### src/rtl/gshare_predictor.sv
// Gshare branch-direction predictor: PHT of saturating counters indexed by PC ^ GHR, swept to weakly-not-taken after reset.
// Optional macro PREDICTOR_GLOBAL_HISTORY_EN: enables the GHR; without it the predictor is pure bimodal.
module gshare_predictor #(
  parameter int INDEX_WIDTH   = 10,
  parameter int COUNTER_WIDTH = 2,
  parameter int HISTORY_WIDTH = 8
) (
  input  logic        clockIn,
  input  logic        resetIn,
  input  logic        instrInValid,
  input  logic [31:0] instrAddr,
  output logic        jump,
  input  logic        updateValid,
  input  logic [31:0] updateAddr,
  input  logic        taken,
  output logic        readyOut
);
  localparam int DEPTH = 1 << INDEX_WIDTH;
  localparam logic [COUNTER_WIDTH-1:0] CTR_MAX  = '1;
  localparam logic [COUNTER_WIDTH-1:0] CTR_MIN  = '0;
  localparam logic [COUNTER_WIDTH-1:0] CTR_INIT = COUNTER_WIDTH'((1 << (COUNTER_WIDTH - 1)) - 1);
  localparam logic [INDEX_WIDTH-1:0]   LAST_IDX = '1;
  localparam logic ST_INIT = 1'b0;
  localparam logic ST_RUN  = 1'b1;

  logic                     r_state;
  logic [INDEX_WIDTH-1:0]   r_init_ptr;
  logic [COUNTER_WIDTH-1:0] r_pht [DEPTH];

  logic [INDEX_WIDTH-1:0]   w_hist;
  logic [INDEX_WIDTH-1:0]   w_pred_idx;
  logic [INDEX_WIDTH-1:0]   w_upd_idx;
  logic [COUNTER_WIDTH-1:0] w_upd_ctr;
  logic [COUNTER_WIDTH-1:0] w_upd_next;
  logic                     w_upd_go;
  logic                     w_unused;

`ifdef PREDICTOR_GLOBAL_HISTORY_EN
  logic [HISTORY_WIDTH-1:0] r_ghr;

  // Commit-order history only; fetch never speculatively shifts it.
  always_ff @(posedge clockIn) begin
    if (resetIn)       r_ghr <= '0;
    else if (w_upd_go) r_ghr <= HISTORY_WIDTH'({r_ghr, taken});
  end

  assign w_hist = INDEX_WIDTH'(r_ghr);
`else
  assign w_hist = '0;
`endif

  assign readyOut   = (r_state == ST_RUN);
  assign w_upd_go   = updateValid & readyOut;
  assign w_pred_idx = instrAddr[INDEX_WIDTH+1:2] ^ w_hist;
  assign w_upd_idx  = updateAddr[INDEX_WIDTH+1:2] ^ w_hist;
  assign w_upd_ctr  = r_pht[w_upd_idx];

  // Prediction reads the pre-update counter: a same-cycle update is not bypassed.
  assign jump = instrInValid & readyOut & r_pht[w_pred_idx][COUNTER_WIDTH-1];

  always_comb begin
    w_upd_next = w_upd_ctr;
    if (taken) begin
      if (w_upd_ctr != CTR_MAX) w_upd_next = w_upd_ctr + 1'b1;
    end else begin
      if (w_upd_ctr != CTR_MIN) w_upd_next = w_upd_ctr - 1'b1;
    end
  end

  always_ff @(posedge clockIn) begin
    if (resetIn) begin
      r_state    <= ST_INIT;
      r_init_ptr <= '0;
    end else if (r_state == ST_INIT) begin
      r_init_ptr <= r_init_ptr + 1'b1;
      if (r_init_ptr == LAST_IDX) r_state <= ST_RUN;
    end
  end

  // PHT has no reset of its own; the sweep rewrites every entry.
  always_ff @(posedge clockIn) begin
    if (!resetIn) begin
      if (r_state == ST_INIT) r_pht[r_init_ptr] <= CTR_INIT;
      else if (w_upd_go)      r_pht[w_upd_idx]  <= w_upd_next;
    end
  end

  assign w_unused = ^{instrAddr[31:INDEX_WIDTH+2], instrAddr[1:0],
                      updateAddr[31:INDEX_WIDTH+2], updateAddr[1:0]};
endmodule
### config.mk
export PLATFORM = sky130hd
export DESIGN_NAME = gshare_predictor
export DESIGN_NICKNAME = d
export VERILOG_FILES = /design/src/rtl/gshare_predictor.sv
export SDC_FILE = /design/constraint.sdc
export NUM_CORES = 2
export LEC_CHECK = 0
export CAP_MARGIN = 25
export CORE_AREA = 10 10 464 466
export CTS_BUF_LIST = sky130_fd_sc_hd__clkbuf_8 sky130_fd_sc_hd__clkbuf_16
export DETAILED_ROUTE_END_ITERATION = 8
export DIE_AREA = 0 0 474 476
export SLEW_MARGIN = 20
export SYNTH_ARGS = -nofsm -noshare
export SYNTH_HDL_FRONTEND = slang
export SYNTH_SLANG_ARGS = --single-unit
### constraint.sdc
create_clock -name clockIn -period 58.3 [get_ports clockIn]
set_input_delay 11.66 -clock clockIn [delete_from_list [all_inputs] [get_ports clockIn]]
set_output_delay 11.66 -clock clockIn [all_outputs]
set_load 0.01 [all_outputs]
==> metrics list <==
* Power density of the placed cells: 30.1 nW/um^2
* Post-CTS setup repair buffer count: 0
* Required time of the critical path: 46.64 ns
- The min-delay analysis places its worst path in the category reg -> reg.
- Wire length of the first global-routing pass: 404,000 microns
- In this run the tightest slew margin relative to its limit is 21.3%.
- Cell area after synthesis: 92,200 sq um
- Total grt overflow: 0
- The final count of pins violating max slew is 0.
- Input and output buffers added on the ports amount to 26.
- The longest clock path from root to sink contains 3 buffers.
* Initial Utilization: 44.7%
* Routability congestion estimate: 0.837
- In the global route stage, met3 resource usage came out at 5.92%.
- The run finished, with violations left.
- Global routing used 25.1% of the available tracks across all layers.
- For this design, the CTS-stage hold fixing added 0 buffers.
- In this run the count of I/O pins placed on the die edge is 71.
* Worst hold slack: 0.584 ns
- Number of clock sinks: 2,059
* Met2 GRT Util: 39.1%
* Maximum capacitance violations: 0
- Met1 routing resource usage after global routing: 34.5%
- The floorplan has 167 rows.
- In this run the most used layer during global routing was met2.
- Async set-or-reset flop fraction in the synthesized netlist: 0%
- Clock tree skew after final layout: 0.0540 ns
* Kind of capture point of the worst setup path: primary output
- VDD IR max: 23.5 uV
- Counting every net in the synthesized netlist gives 5,372.
- The detailed router finished its first iteration with 6,939 violations.
* Pin count of the biggest net entering global routing: 258
* Actual transition at the worst max-transition pin: 1.18 ns
* Initial antenna violation count: 12
- The H-tree was split into 4 levels.
* Die width: 474 microns
* Syn Inst Count: 5,302
* Total core area: 206,000 sq um
- Area of the die: 226,000 sq um
- Data arrival time of the critical path: 18.31 ns
- The filler cells instantiated in the layout total 16,969.
- Remaining routing DRC violations: 2
- Number of setup violations in the final report: 0
- In this run the worst path has a maximum fanout of 68.
* Setup repair after global routing missed its margin: false
- Distinct cell type count of the synthesized netlist: 74
- Nets: 5,295
* CTS tree: yes
* Fraction of the cycle the final worst path needs: 51.4%
- EDFF count, synth: 2,048
- Final hold violation count: 0
- Vias: 53,474
- By startpoint and endpoint, the worst setup path is classified as in -> out.
- The die is 476 microns tall.
- Summed over all layers, the routed wires come to 287,000 microns.
- The count of nets left with antenna violations once routing finished came out at 0.
- Violations in the final reports: design-rule violations
* Clock Latency Late Sink: 0.89 ns
- Post-detailed-route wirelength per cell: 35.4 microns
* Static Leakage: 35.6 nW
* Vias in the first global route: 53,179
- Cts bufs inserted: 209
- Mean area per synthesized cell: 17.4 sq um
- Dividing the detail-routed via count by the number of cells gives 6.59.
- After synthesis, flip-flops and latches occupy 67.0% of the total area.
- Cell at the root of the clock tree: sky130_fd_sc_hd__clkbuf_16
- HPWL after DPL: 164,000 microns
- Synthesis inferred 2,059 register bits.
- Proportion of layout cells with a drive suffix above 1: 25.7%
- Before antenna repair, the detailed router went through 7 iterations.
- The routed design could run at a clock period as short as 29.97 ns.
- Startpoint class of the critical path: input port
* Setup TNS: 0 ns
- Synth Warn #: 0
- Maximum clock frequency: 33.4 MHz
- Once the clock tree was built, the resizer swapped 0 gates to a different size.
* Post-synthesis to final-layout area growth: 11.1%
- Clock slew at the register clock pins of the worst setup and hold paths: 0.06 ns
- For this run, the leading register cell type out of synthesis is sky130_fd_sc_hd__edfxtp_1.
[report_power, final]
group	internal (mW)	switching [mW]	leakage, nW	total, mW
Clock	0.742	0.593	3.48	1.34
Sequential	1.60	0.000481	22.9	1.60
Combinational	0.0517	0.0968	9.18	0.148
Total	2.40	0.691	35.6	3.09
[critical path, stage by stage]
cell                              delay, ns
sky130_fd_sc_hd__buf_8                 0.67
sky130_fd_sc_hd__buf_4                 0.65
sky130_fd_sc_hd__buf_4                 0.75
sky130_fd_sc_hd__buf_4                 0.80
sky130_fd_sc_hd__mux4_2                0.61
sky130_fd_sc_hd__mux4_2                0.51
sky130_fd_sc_hd__mux4_2                0.61
sky130_fd_sc_hd__mux4_2                0.55
sky130_fd_sc_hd__mux4_2                0.61
sky130_fd_sc_hd__and3_1                0.23
sky130_fd_sc_hd__clkdlybuf4s50_1       0.47
[cells by family (layout without fill, tap and decap cells)]
| logic type | after synthesis | in the layout | share of synthesized area, % |
|---|---|---|---|
| DFF | 2059 | 2059 | 67.0 |
| and+or+nand+nor | 1447 | 1447 | 6.30 |
| AOI/OAI and AO/OA | 310 | 310 | 2.33 |
| adders and majority gates | 1 | 1 | 0.0136 |
| other | 0 | 6 | 0 |
| xor gates and xnor gates | 8 | 8 | 0.0760 |
| muxes | 996 | 996 | 22.1 |
| buffers and inverters | 481 | 584 | 2.20 |
[metrics by stage]
stage	utilization [%]	power [mW]	instances	worst slack [ns]	area [sq um]
floorplan	-	1.72	5302	11.05	92200
global placement	46.2	1.78	7698	28.25	95100
detailed placement	46.3	1.78	7714	28.24	95500
CTS	49.6	3.10	8105	28.25	102000
global route	49.7	3.16	8111	27.94	102000
finish	49.7	3.09	8115	28.33	102000
[cell usage after synthesis, types with 8 or more instances]
cell type,instances,area (sq um)
sky130_fd_sc_hd__a31oi_1,22,138
sky130_fd_sc_hd__buf_2,80,400
sky130_fd_sc_hd__and3_1,13,81.3
sky130_fd_sc_hd__clkbuf_1,273,1020
sky130_fd_sc_hd__dfxtp_1,11,220
sky130_fd_sc_hd__nand2_1,194,728
sky130_fd_sc_hd__mux2i_1,149,1490
sky130_fd_sc_hd__o221ai_1,44,385
sky130_fd_sc_hd__mux4_2,830,18700
sky130_fd_sc_hd__o22ai_1,55,344
sky130_fd_sc_hd__mux2_2,15,169
sky130_fd_sc_hd__buf_4,32,240
sky130_fd_sc_hd__edfxtp_1,2048,61500
sky130_fd_sc_hd__a21oi_1,50,250
sky130_fd_sc_hd__o21ai_0,26,130
sky130_fd_sc_hd__a211oi_1,17,128
sky130_fd_sc_hd__nor2b_1,15,93.8
sky130_fd_sc_hd__nand3_1,37,185
sky130_fd_sc_hd__nand2b_1,15,93.8
sky130_fd_sc_hd__and2_1,18,113
sky130_fd_sc_hd__nor2_1,1093,4100
sky130_fd_sc_hd__nor3_1,21,105
sky130_fd_sc_hd__o21ai_1,10,50.1
sky130_fd_sc_hd__o31ai_1,9,67.6
sky130_fd_sc_hd__a22oi_1,17,128
sky130_fd_sc_hd__inv_1,8,30.0
sky130_fd_sc_hd__buf_1,85,319
[flip-flops by register name, indices dropped and copies added, names as in the netlist]
| register | flops |
|---|---|
| readyOut | 1 |
| r_pht | 2048 |
| r_init_ptr | 10 |
[layer usage]
metal	up-vias	wire (microns)	share of wire [%]
li1	21203	-	-
met1	28621	111000	39
met2	3074	133000	47
met3	566	29700	10
met4	10	12400	4.3
met5	-	81	0.028
[layout by cell type, fill, tap and decap left out, types with 8 or more instances in the layout]
master,Yosys,layout
sky130_fd_sc_hd__a22oi_1,17,17
sky130_fd_sc_hd__bufinv_16,0,19
sky130_fd_sc_hd__clkinv_1,0,48
sky130_fd_sc_hd__clkinv_2,0,43
sky130_fd_sc_hd__and2_1,18,18
sky130_fd_sc_hd__a21oi_1,50,49
sky130_fd_sc_hd__nand2_1,194,147
sky130_fd_sc_hd__nand2_2,0,33
sky130_fd_sc_hd__mux2_2,15,15
sky130_fd_sc_hd__buf_4,32,131
sky130_fd_sc_hd__a31oi_1,22,22
sky130_fd_sc_hd__clkbuf_16,0,209
sky130_fd_sc_hd__o21ai_0,26,26
sky130_fd_sc_hd__nand3_1,37,37
sky130_fd_sc_hd__nor2_1,1093,1089
sky130_fd_sc_hd__dfxtp_1,11,11
sky130_fd_sc_hd__o221ai_1,44,44
sky130_fd_sc_hd__inv_1,8,49
sky130_fd_sc_hd__a211oi_1,17,17
sky130_fd_sc_hd__buf_8,0,12
sky130_fd_sc_hd__and3_1,13,13
sky130_fd_sc_hd__nor2b_1,15,13
sky130_fd_sc_hd__edfxtp_1,2048,2048
sky130_fd_sc_hd__clkinvlp_4,0,10
sky130_fd_sc_hd__mux2i_1,149,149
sky130_fd_sc_hd__nor3_1,21,21
sky130_fd_sc_hd__nand2b_1,15,14
sky130_fd_sc_hd__clkdlybuf4s50_1,0,13
sky130_fd_sc_hd__buf_16,0,8
sky130_fd_sc_hd__mux4_2,830,830
sky130_fd_sc_hd__nand2_4,0,14
sky130_fd_sc_hd__o22ai_1,55,55
sky130_fd_sc_hd__o31ai_1,9,8
[worst paths after layout]
kind | start | end | slack (ns) | cells after the start
max | instrAddr[2] | jump | 28.33 | 11
min | r_init_ptr[8] | r_init_ptr[9] | 0.58 | 3
max reg2reg | r_pht[336][0] | r_pht[436][0] | 51.37 | 15
min reg2reg | r_init_ptr[8] | r_init_ptr[9] | 0.58 | 3
[final cells by class]
class,instances,area [sq um],area share [%]
multi-input combinational,2762,28700,28.0
sequential,2059,61700,60.3
inverter,11,50.0,0.0489
antenna,6,15.0,0.0147
clock buffer,211,5260,5.13
tap,2704,3380,3.30
timing repair buffer,182,1740,1.70
clock inverter,180,1550,1.52
(Power assumes the default switching activity.)
